--- src/rtl/irst_seq_if.sv ---
// Register-file side bus of the self-test sequencer.
// master: engine side (drives writes/read address/status); slave: register-file side.
// Carries reg0 word, engine write/read port, and the run status.
interface irst_seq_if;
  logic [15:0] irst_reg_data;
  logic        irst_done;
  logic        reg_write_en;
  logic [2:0]  reg_write_dest;
  logic [15:0] reg_write_data;
  logic [2:0]  reg_read_addr;
  logic [15:0] reg_read_data;
  logic        irst_busy;
  logic        irst_pass;
  logic [2:0]  irst_fail_addr;

  modport master (
    input  irst_reg_data,
    input  reg_read_data,
    output irst_done,
    output reg_write_en,
    output reg_write_dest,
    output reg_write_data,
    output reg_read_addr,
    output irst_busy,
    output irst_pass,
    output irst_fail_addr
  );

  modport slave (
    output irst_reg_data,
    output reg_read_data,
    input  irst_done,
    input  reg_write_en,
    input  reg_write_dest,
    input  reg_write_data,
    input  reg_read_addr,
    input  irst_busy,
    input  irst_pass,
    input  irst_fail_addr
  );
endinterface

--- src/rtl/irst_seq.sv ---
// Register-file self-test sequencer: writes a pattern to r1..rN, reads it back, then clears r1..rN.
// Latency: 3N+1 busy cycles (5N+1 with IRST_INV_PASS_EN, which adds an inverted-pattern pass).
// No backpressure: the pipeline is stalled via irst_busy for the whole run; reg0 is ignored while busy.
module irst_seq (
  input  logic       clk,
  input  logic       rst,
  irst_seq_if.master bus
);

  localparam logic [2:0] S_IDLE = 3'd0;
  localparam logic [2:0] S_WR   = 3'd1;
  localparam logic [2:0] S_RD   = 3'd2;
  localparam logic [2:0] S_CLR  = 3'd3;
  localparam logic [2:0] S_DONE = 3'd4;

  logic [2:0]  r_state;
  logic [2:0]  r_idx;
  logic [2:0]  r_n;
  logic [15:0] r_pat;
  logic        r_pass;
  logic [2:0]  r_fail_addr;

  logic [15:0] w_exp;
  logic        w_start;
  logic        w_miss;
  logic        w_unused_bits;

`ifdef IRST_INV_PASS_EN
  logic r_inv;
  assign w_exp = r_inv ? ~r_pat : r_pat;
`else
  assign w_exp = r_pat;
`endif

  assign w_start       = bus.irst_reg_data[15];
  assign w_miss        = (r_state == S_RD) && (bus.reg_read_data != w_exp);
  assign w_unused_bits = ^{bus.irst_reg_data[14:12], bus.irst_reg_data[7:3]};

  // Sequencer state, index and latched run parameters/results.
  always_ff @(posedge clk or posedge rst) begin
    if (rst) begin
      r_state     <= S_IDLE;
      r_idx       <= 3'd0;
      r_n         <= 3'd0;
      r_pat       <= 16'h0000;
      r_pass      <= 1'b1;
      r_fail_addr <= 3'd0;
`ifdef IRST_INV_PASS_EN
      r_inv       <= 1'b0;
`endif
    end else begin
      case (r_state)
        S_IDLE: begin
          if (w_start) begin
            r_pass      <= 1'b1;
            r_fail_addr <= 3'd0;
            r_idx       <= 3'd1;
            r_n         <= bus.irst_reg_data[2:0];
            r_pat       <= {4{bus.irst_reg_data[11:8]}};
`ifdef IRST_INV_PASS_EN
            r_inv       <= 1'b0;
`endif
            r_state     <= (bus.irst_reg_data[2:0] != 3'd0) ? S_WR : S_DONE;
          end
        end
        S_WR: begin
          r_state <= S_RD;
        end
        S_RD: begin
          if (w_miss) begin
            r_pass <= 1'b0;
            // r_pass still high means no earlier miscompare in this run
            if (r_pass) begin
              r_fail_addr <= r_idx;
            end
          end
          if (r_idx < r_n) begin
            r_idx   <= r_idx + 3'd1;
            r_state <= S_WR;
          end else begin
            r_idx <= 3'd1;
`ifdef IRST_INV_PASS_EN
            if (!r_inv) begin
              r_inv   <= 1'b1;
              r_state <= S_WR;
            end else begin
              r_state <= S_CLR;
            end
`else
            r_state <= S_CLR;
`endif
          end
        end
        S_CLR: begin
          if (r_idx == r_n) begin
            r_state <= S_DONE;
          end else begin
            r_idx <= r_idx + 3'd1;
          end
        end
        S_DONE: begin
          r_state <= S_IDLE;
        end
        default: begin
          r_state <= S_IDLE;
        end
      endcase
    end
  end

  // Output decode from state; reset drops every strobe in the same cycle.
  always_comb begin
    bus.reg_write_en   = 1'b0;
    bus.reg_write_dest = 3'd0;
    bus.reg_write_data = 16'h0000;
    bus.reg_read_addr  = 3'd0;
    bus.irst_done      = 1'b0;
    bus.irst_busy      = (r_state != S_IDLE);
    case (r_state)
      S_WR: begin
        bus.reg_write_en   = 1'b1;
        bus.reg_write_dest = r_idx;
        bus.reg_write_data = w_exp;
      end
      S_RD: begin
        bus.reg_read_addr = r_idx;
      end
      S_CLR: begin
        bus.reg_write_en   = 1'b1;
        bus.reg_write_dest = r_idx;
        bus.reg_write_data = 16'h0000;
      end
      S_DONE: begin
        bus.irst_done = 1'b1;
      end
      default: begin
        bus.reg_write_en = 1'b0;
      end
    endcase
  end

  assign bus.irst_pass      = r_pass;
  assign bus.irst_fail_addr = r_fail_addr;

endmodule
--- src/flat_wrapper.sv ---
// flat-port wrapper written by rule: the top's interface ports become plain ports
module irst_seq_flat 
  (clk, rst, bus_irst_reg_data, bus_reg_read_data, bus_irst_done, bus_reg_write_en, bus_reg_write_dest, bus_reg_write_data, bus_reg_read_addr, bus_irst_busy, bus_irst_pass, bus_irst_fail_addr);
  irst_seq_if bus_i ();
  input  logic clk;
  input  logic rst;
  input wire logic [$bits(bus_i.irst_reg_data)-1:0] bus_irst_reg_data;
  input wire logic [$bits(bus_i.reg_read_data)-1:0] bus_reg_read_data;
  output wire logic [$bits(bus_i.irst_done)-1:0] bus_irst_done;
  output wire logic [$bits(bus_i.reg_write_en)-1:0] bus_reg_write_en;
  output wire logic [$bits(bus_i.reg_write_dest)-1:0] bus_reg_write_dest;
  output wire logic [$bits(bus_i.reg_write_data)-1:0] bus_reg_write_data;
  output wire logic [$bits(bus_i.reg_read_addr)-1:0] bus_reg_read_addr;
  output wire logic [$bits(bus_i.irst_busy)-1:0] bus_irst_busy;
  output wire logic [$bits(bus_i.irst_pass)-1:0] bus_irst_pass;
  output wire logic [$bits(bus_i.irst_fail_addr)-1:0] bus_irst_fail_addr;
  assign bus_i.irst_reg_data = bus_irst_reg_data;
  assign bus_i.reg_read_data = bus_reg_read_data;
  assign bus_irst_done = bus_i.irst_done;
  assign bus_reg_write_en = bus_i.reg_write_en;
  assign bus_reg_write_dest = bus_i.reg_write_dest;
  assign bus_reg_write_data = bus_i.reg_write_data;
  assign bus_reg_read_addr = bus_i.reg_read_addr;
  assign bus_irst_busy = bus_i.irst_busy;
  assign bus_irst_pass = bus_i.irst_pass;
  assign bus_irst_fail_addr = bus_i.irst_fail_addr;
  irst_seq u_core (.clk(clk), .rst(rst), .bus(bus_i));
endmodule
--- config.mk ---
export PLATFORM = sky130hd
export DESIGN_NAME = irst_seq_flat
export DESIGN_NICKNAME = d
export VERILOG_FILES = /design/src/rtl/irst_seq_if.sv /design/src/rtl/irst_seq.sv /design/src/flat_wrapper.sv
export SDC_FILE = /design/constraint.sdc
export NUM_CORES = 1
export LEC_CHECK = 0
export ABC_CLOCK_PERIOD_IN_PS = 2650
export BUFFER_PORTS_ARGS = -buffer_cell sky130_fd_sc_hd__clkbuf_2
export CAP_MARGIN = 40
export CORE_MARGIN = 10
export CORE_UTILIZATION = 27
export CTS_CLUSTER_SIZE = 25
export DETAILED_ROUTE_END_ITERATION = 8
export GPL_ROUTABILITY_DRIVEN = 0
export GPL_TIMING_DRIVEN = 0
export HOLD_SLACK_MARGIN = 0.12
export SLEW_MARGIN = 0
export SYNTH_ARGS = -nofsm -noshare
export SYNTH_HDL_FRONTEND = slang
export SYNTH_SLANG_ARGS = --single-unit
--- constraint.sdc ---
create_clock -name clk -period 2.65 [get_ports clk]
set_clock_uncertainty 0.1 [all_clocks]
set_input_delay 0.265 -clock clk [delete_from_list [all_inputs] [get_ports clk]]
set_output_delay 0.265 -clock clk [all_outputs]
set_load 0.1 [all_outputs]
# Word level (Yosys, flattened, before mapping)
# Cells that the tools add are included.
dict set report word_totals {
  mem_bits_rw 0
  elab_cells 52
  latch_bits 0
  mem_count 0
  rom_bits 0
  inputBits 34
  output_inout_bits 29
  ff_bits 29
}
dict set report op_classes {
  reduce_logical 12
  n_addsub 1
  n_shift 0
  div 0
  n_eq_ne 11
  mul 0
  bitwise 0
  mux 21
  order_cmp 1
}
# op n
set ops {}
lappend ops {{$mux 3} 11}
lappend ops {{$mux 16} 1}
lappend ops {{$ne 16x16->1} 1}
lappend ops {{$pmux 3 s4} 1}
lappend ops {{$pmux 3 s3} 1}
lappend ops {{$reduce_bool 3->1} 3}
lappend ops {{$eq 3x2->1 const B} 2}
lappend ops {{$ne 2x1->1 const B} 3}
lappend ops {{$pmux 3 s2} 1}
lappend ops {{$reduce_and 3->1} 2}
lappend ops {{$mux 1} 4}
lappend ops {{$ne 2x2->1 const B} 2}
lappend ops {{$reduce_and 2->1} 2}
lappend ops {{$reduce_and 4->1} 1}
lappend ops {{$add 3x1->3 const B} 1}
lappend ops {{$eq 3x1->1 const B} 1}
lappend ops {{$eq 3x3->1} 1}
lappend ops {{$eq 3x3->1 const B} 1}
lappend ops {{$logic_not 3->1} 1}
lappend ops {{$lt 3x3->1} 1}
lappend ops {{$mux 2} 1}
lappend ops {{$pmux 1 s2} 1}
lappend ops {{$reduce_bool 2->1} 1}
lappend ops {{$reduce_or 2->1} 1}
lappend ops {{$logic_and 1x1->1} 1}

# Longest topological paths before layout
dict set report logic_depth {
  ltp_word 4
  depth_mapped 7
  ltp_nobuf 7
}

# Worst setup path before layout
# OpenSTA, ideal clock, no wires.
dict set report synth_path {
  kind {register to output}
  start {register u_core.r_state[2]}
  end {output bus_reg_write_data[10]}
  n_path_buf 2
  stages_incl_launch_ff 5
  required_time_ns 2.285
  setup_slack_ns -1.164
  t_arrival_ns 3.449
  cell_sequence {dfrtp_1 clkbuf_1 nor2b_1 and3_1 buf_4}
}
dict set report synth_via {
  elab_chain_len 2
}
# item line
set synth_rtl {}
lappend synth_rtl {{from (decl)} irst_seq.sv:16} ;# logic [2:0] r_state;
lappend synth_rtl {{from (signal assigned)} irst_seq.sv:63} ;# r_state <= (bus.irst_reg_data[2:0] != 3'd0) ? S_WR : S_DONE;
lappend synth_rtl {{$eq 3x1->1} irst_seq.sv:119} ;# case (r_state)
lappend synth_rtl {{$mux 16} irst_seq.sv:119}
lappend synth_rtl {{to (decl)} flat_wrapper.sv:12} ;# output wire logic [$bits(bus_i.reg_write_data)-1:0] bus_reg_write_data;
# Every way passes these cells.

# Worst setup path after layout
dict set report layout_path {
  start {register u_core.r_state[2]}
  end {output bus_reg_read_addr[2]}
}
dict set report layout_via {
  elab_chain_len 2
}
# item line
set layout_rtl {}
lappend layout_rtl {{$eq 3x2->1} irst_seq.sv:119}
lappend layout_rtl {{$mux 3} irst_seq.sv:119}
lappend layout_rtl {{to (decl)} flat_wrapper.sv:13} ;# output wire logic [$bits(bus_i.reg_read_addr)-1:0] bus_reg_read_addr;
# Every way passes these cells.

==> summary.md <==
| Metric | Value |
|---|---|
| Worst hold path class | `primary input to register` |
| Layout Nets | `222` |
| Ports | `63` |
| Placed Area | `between 0.001 and 0.0015 mm²` |
| CTS Hold Bufs | `1` |
| Post-synthesis sequential area ratio | `0.3797` |
| Antenna Violating Nets Remaining | `0` |
| Worst r2r dst | `u_core.bus.irst_fail_addr[2]$_DFFE_PP0P_` |
| Post-synth top area share | `0.3563` |
| RSZ-0062 raised after global routing | `false` |
| Die area | `between 0.007 and 0.008 mm²` |
| Final Slew Violations | `0` |
| FF+latch count, synth | `17` |
| Share of cells above drive strength 1 | `0.4590` |
| Final WL | `3407 µm` |
| 1st-pass router iterations | `4` |
| CTS Sinks | `17` |
| Worst hold path depth | `3` |
| FMAX | `429.2 MHz` |
| Die height | `84.51 µm` |
| CTS tree | `built` |
| Initial antenna violation count | `0` |
| Syn Std Cell Area | `approximately 0.0011 mm²` |
| Worst Setup End Kind | `output port` |
| Most frequent cell after synthesis | `dfrtp_1` |
| Synth top cells by count | `dfrtp_1, buf_4, and3_1, nand3_1` |
| CP Max Fanout | `8` |
| Starting Density | `0.2809` |
| Number of gates resized after cts | `0` |
| Syn. warnings | `0` |
| Largest net degree at the start of global routing | `18` |
| Worst hold path endpoint | `u_core.r_n[1]$_DFFE_PP0P_` |
| Crit Reg-Reg Startpoint | `u_core.r_state[2]$_DFFE_PP0P_` |
| Detail-routed net length per standard cell | `14.62 µm` |
| Status | `finished, final reports clean` |
| Rel. slew slack | `0.5517` |
| Worst Hold Slack | `0.1254 ns` |
| Post-route design area | `between 0.0015 and 0.002 mm²` |
| Final core occ | `0.3807` |
| Max cap viols | `0` |
| Startpoint class of the critical path | `register` |
| Worst Tran Pin Value | `0.6717 ns` |
| Final period util | `0.8793` |
| Number of flops mapped to enable cells by yosys | `0` |
| Row Count | `23` |
| DR vias | `around 1100` |
| Vias in the first global route | `roughly 1200` |
| Clock Pin Slew Worst Setup and Hold Paths | `0.07 ns` |
| Antenna cells | `0` |
| Remaining DRCs | `0` |
| Num CTS Buffers | `3` |
| Syn nets | `~160` |
| Final hold violations | `0` |
| Post-CTS Setup Inserts | `0` |
| Dpl hpwl | `between 2000 and 3000 µm` |
| GR Overflow Total | `0` |
| CP arrival | `slightly below 2 ns` |
| Distinct cells, synth | `33` |
| Sum Neg Setup Slack | `0 ns` |
| Data required, critical path | `approximately 2.3 ns` |
| Worst skew pair latency | `about 0.26 ns` |
| Ranking of synthesized cells by area | `dfrtp_1, buf_4, mux2_2` |
| Max H-tree Level | `1` |
| GRT Util Overall | `0.09543` |
| 1st-iter DRT viols | `48` |
| Syn_area_per_cell | `9.061 µm²` |
| Reg2Reg Depth | `6` |
| Global-route wire length before repair | `5713 µm` |
| Post-Synthesis Cells | `~120` |
| Clk buf depth | `2` |
| Core ar. | `around 0.0040 mm²` |
| Final setup viols | `0` |
| Asr flop ratio synth | `1.000` |
| CP Class | `register to output port` |
| Via-per-instance ratio | `roughly 4.8` |
| Worst R2R Setup Slack | `roughly 0.54 ns` |
| Leading area contributor after synthesis | `dfrtp_1` |
| Die Wd | `roughly 85 µm` |
| Period minus WS final | `between 2 and 2.5 ns` |
| Root Buffer | `clkbuf_8` |
| Hold Crit Start | `bus_irst_reg_data[1]` |
| I/O Buffers | `54` |
| Layout area overhead | `35.52%` |
| Synth Flop Type | `dfrtp_1` |
cell usage in the layout, fill, tap and decap left out, types with 2 or more instances in the layout:
cell      count
o21ai_0       3
a21o_1        2
a22o_1        3
nand2_1       5
ha_1          4
buf_4        12
a22oi_1       2
or3_1         6
inv_1         7
a21oi_1       5
and3_1        5
clkbuf_8      3
clkbuf_1      3
nor3_1        3
nand3_1       8
dfrtp_1      16
o21bai_1      2
nor2b_1       5
and3_2        4
nor2_1        7
clkbuf_2     54
mux2_2        5
and2_1        5
cell families (layout without fill, tap and decap cells):
group | count (synthesis) | in the layout | share of synthesized area
DFF | 17 | 17 | 0.3797
adders and majority gates | 4 | 4 | 0.04455
buffers and inverters | 22 | 81 | 0.1147
and+or+nand+nor | 52 | 52 | 0.2573
muxes | 5 | 5 | 0.05011
AOI/OAI and AO/OA | 24 | 24 | 0.1537
per-stage QoR:
step	setup WS (ns)	cells
after floorplan	0.1611	124
after global placement	0.5763	228
after detailed placement	0.5619	228
after CTS	0.3141	233
after global routing	0.1746	233
final	0.3198	233
area by class of cell:
class,count,area (µm²)
clock buffer,4,45.04
inverter,7,26.28
tap,50,62.56
sequential,17,426.7
buffer,15,102.6
multi-input combinational,85,579.3
timing repair buffer,55,280.3
fill,427,2477
registers in the layout, summed over array words and instances, names as in the netlist:
signal                     flops
u_core.r_idx                   3
u_core.bus.irst_pass           1
u_core.r_pat                   4
u_core.r_state                 3
u_core.r_n                     3
u_core.bus.irst_fail_addr      3
worst max-delay path, stage by stage, from the launching register on:
cell and delay (ns):
dfrtp_1 0.36, clkbuf_1 0.21, nor2_1 0.46, and3_1 0.22, clkbuf_2 0.45
routing by layer:
metal | GRT usage | up-vias | routed length [µm] | part of all wire
met4 | 0.03144 | 0 | 43 | 0.013
met5 | 0 | - | 0 | 0
met1 | 0.1267 | 505 | 1682 | 0.49
met3 | 0.03575 | 5 | 354 | 0.10
met2 | 0.1380 | 58 | 1327 | 0.39
li1 | - | 548 | - | -
how the worst max path moves through the flow:
stage | from | endpoint | slack [ns] | cells after the start
CTS | u_core.r_state[2]$_DFFE_PP0P_ | bus_reg_read_addr[0] | 0.31 | 4
global route | u_core.r_state[2]$_DFFE_PP0P_ | bus_reg_read_addr[1] | 0.17 | 4
global placement | u_core.r_state[2]$_DFFE_PP0P_ | u_core.bus.irst_fail_addr[1]$_DFFE_PP0P_ | 0.58 | 6
finish | u_core.r_state[2]$_DFFE_PP0P_ | bus_reg_read_addr[2] | 0.32 | 4
floorplan | u_core.r_state[2]$_DFFE_PP0P_ | bus_reg_write_data[10] | 0.16 | 4
detailed placement | u_core.r_state[2]$_DFFE_PP0P_ | u_core.bus.irst_fail_addr[2]$_DFFE_PP0P_ | 0.56 | 6
Power is not shown: default switching activity piles up to over one toggle a cycle in this logic, so the estimate is an artifact.
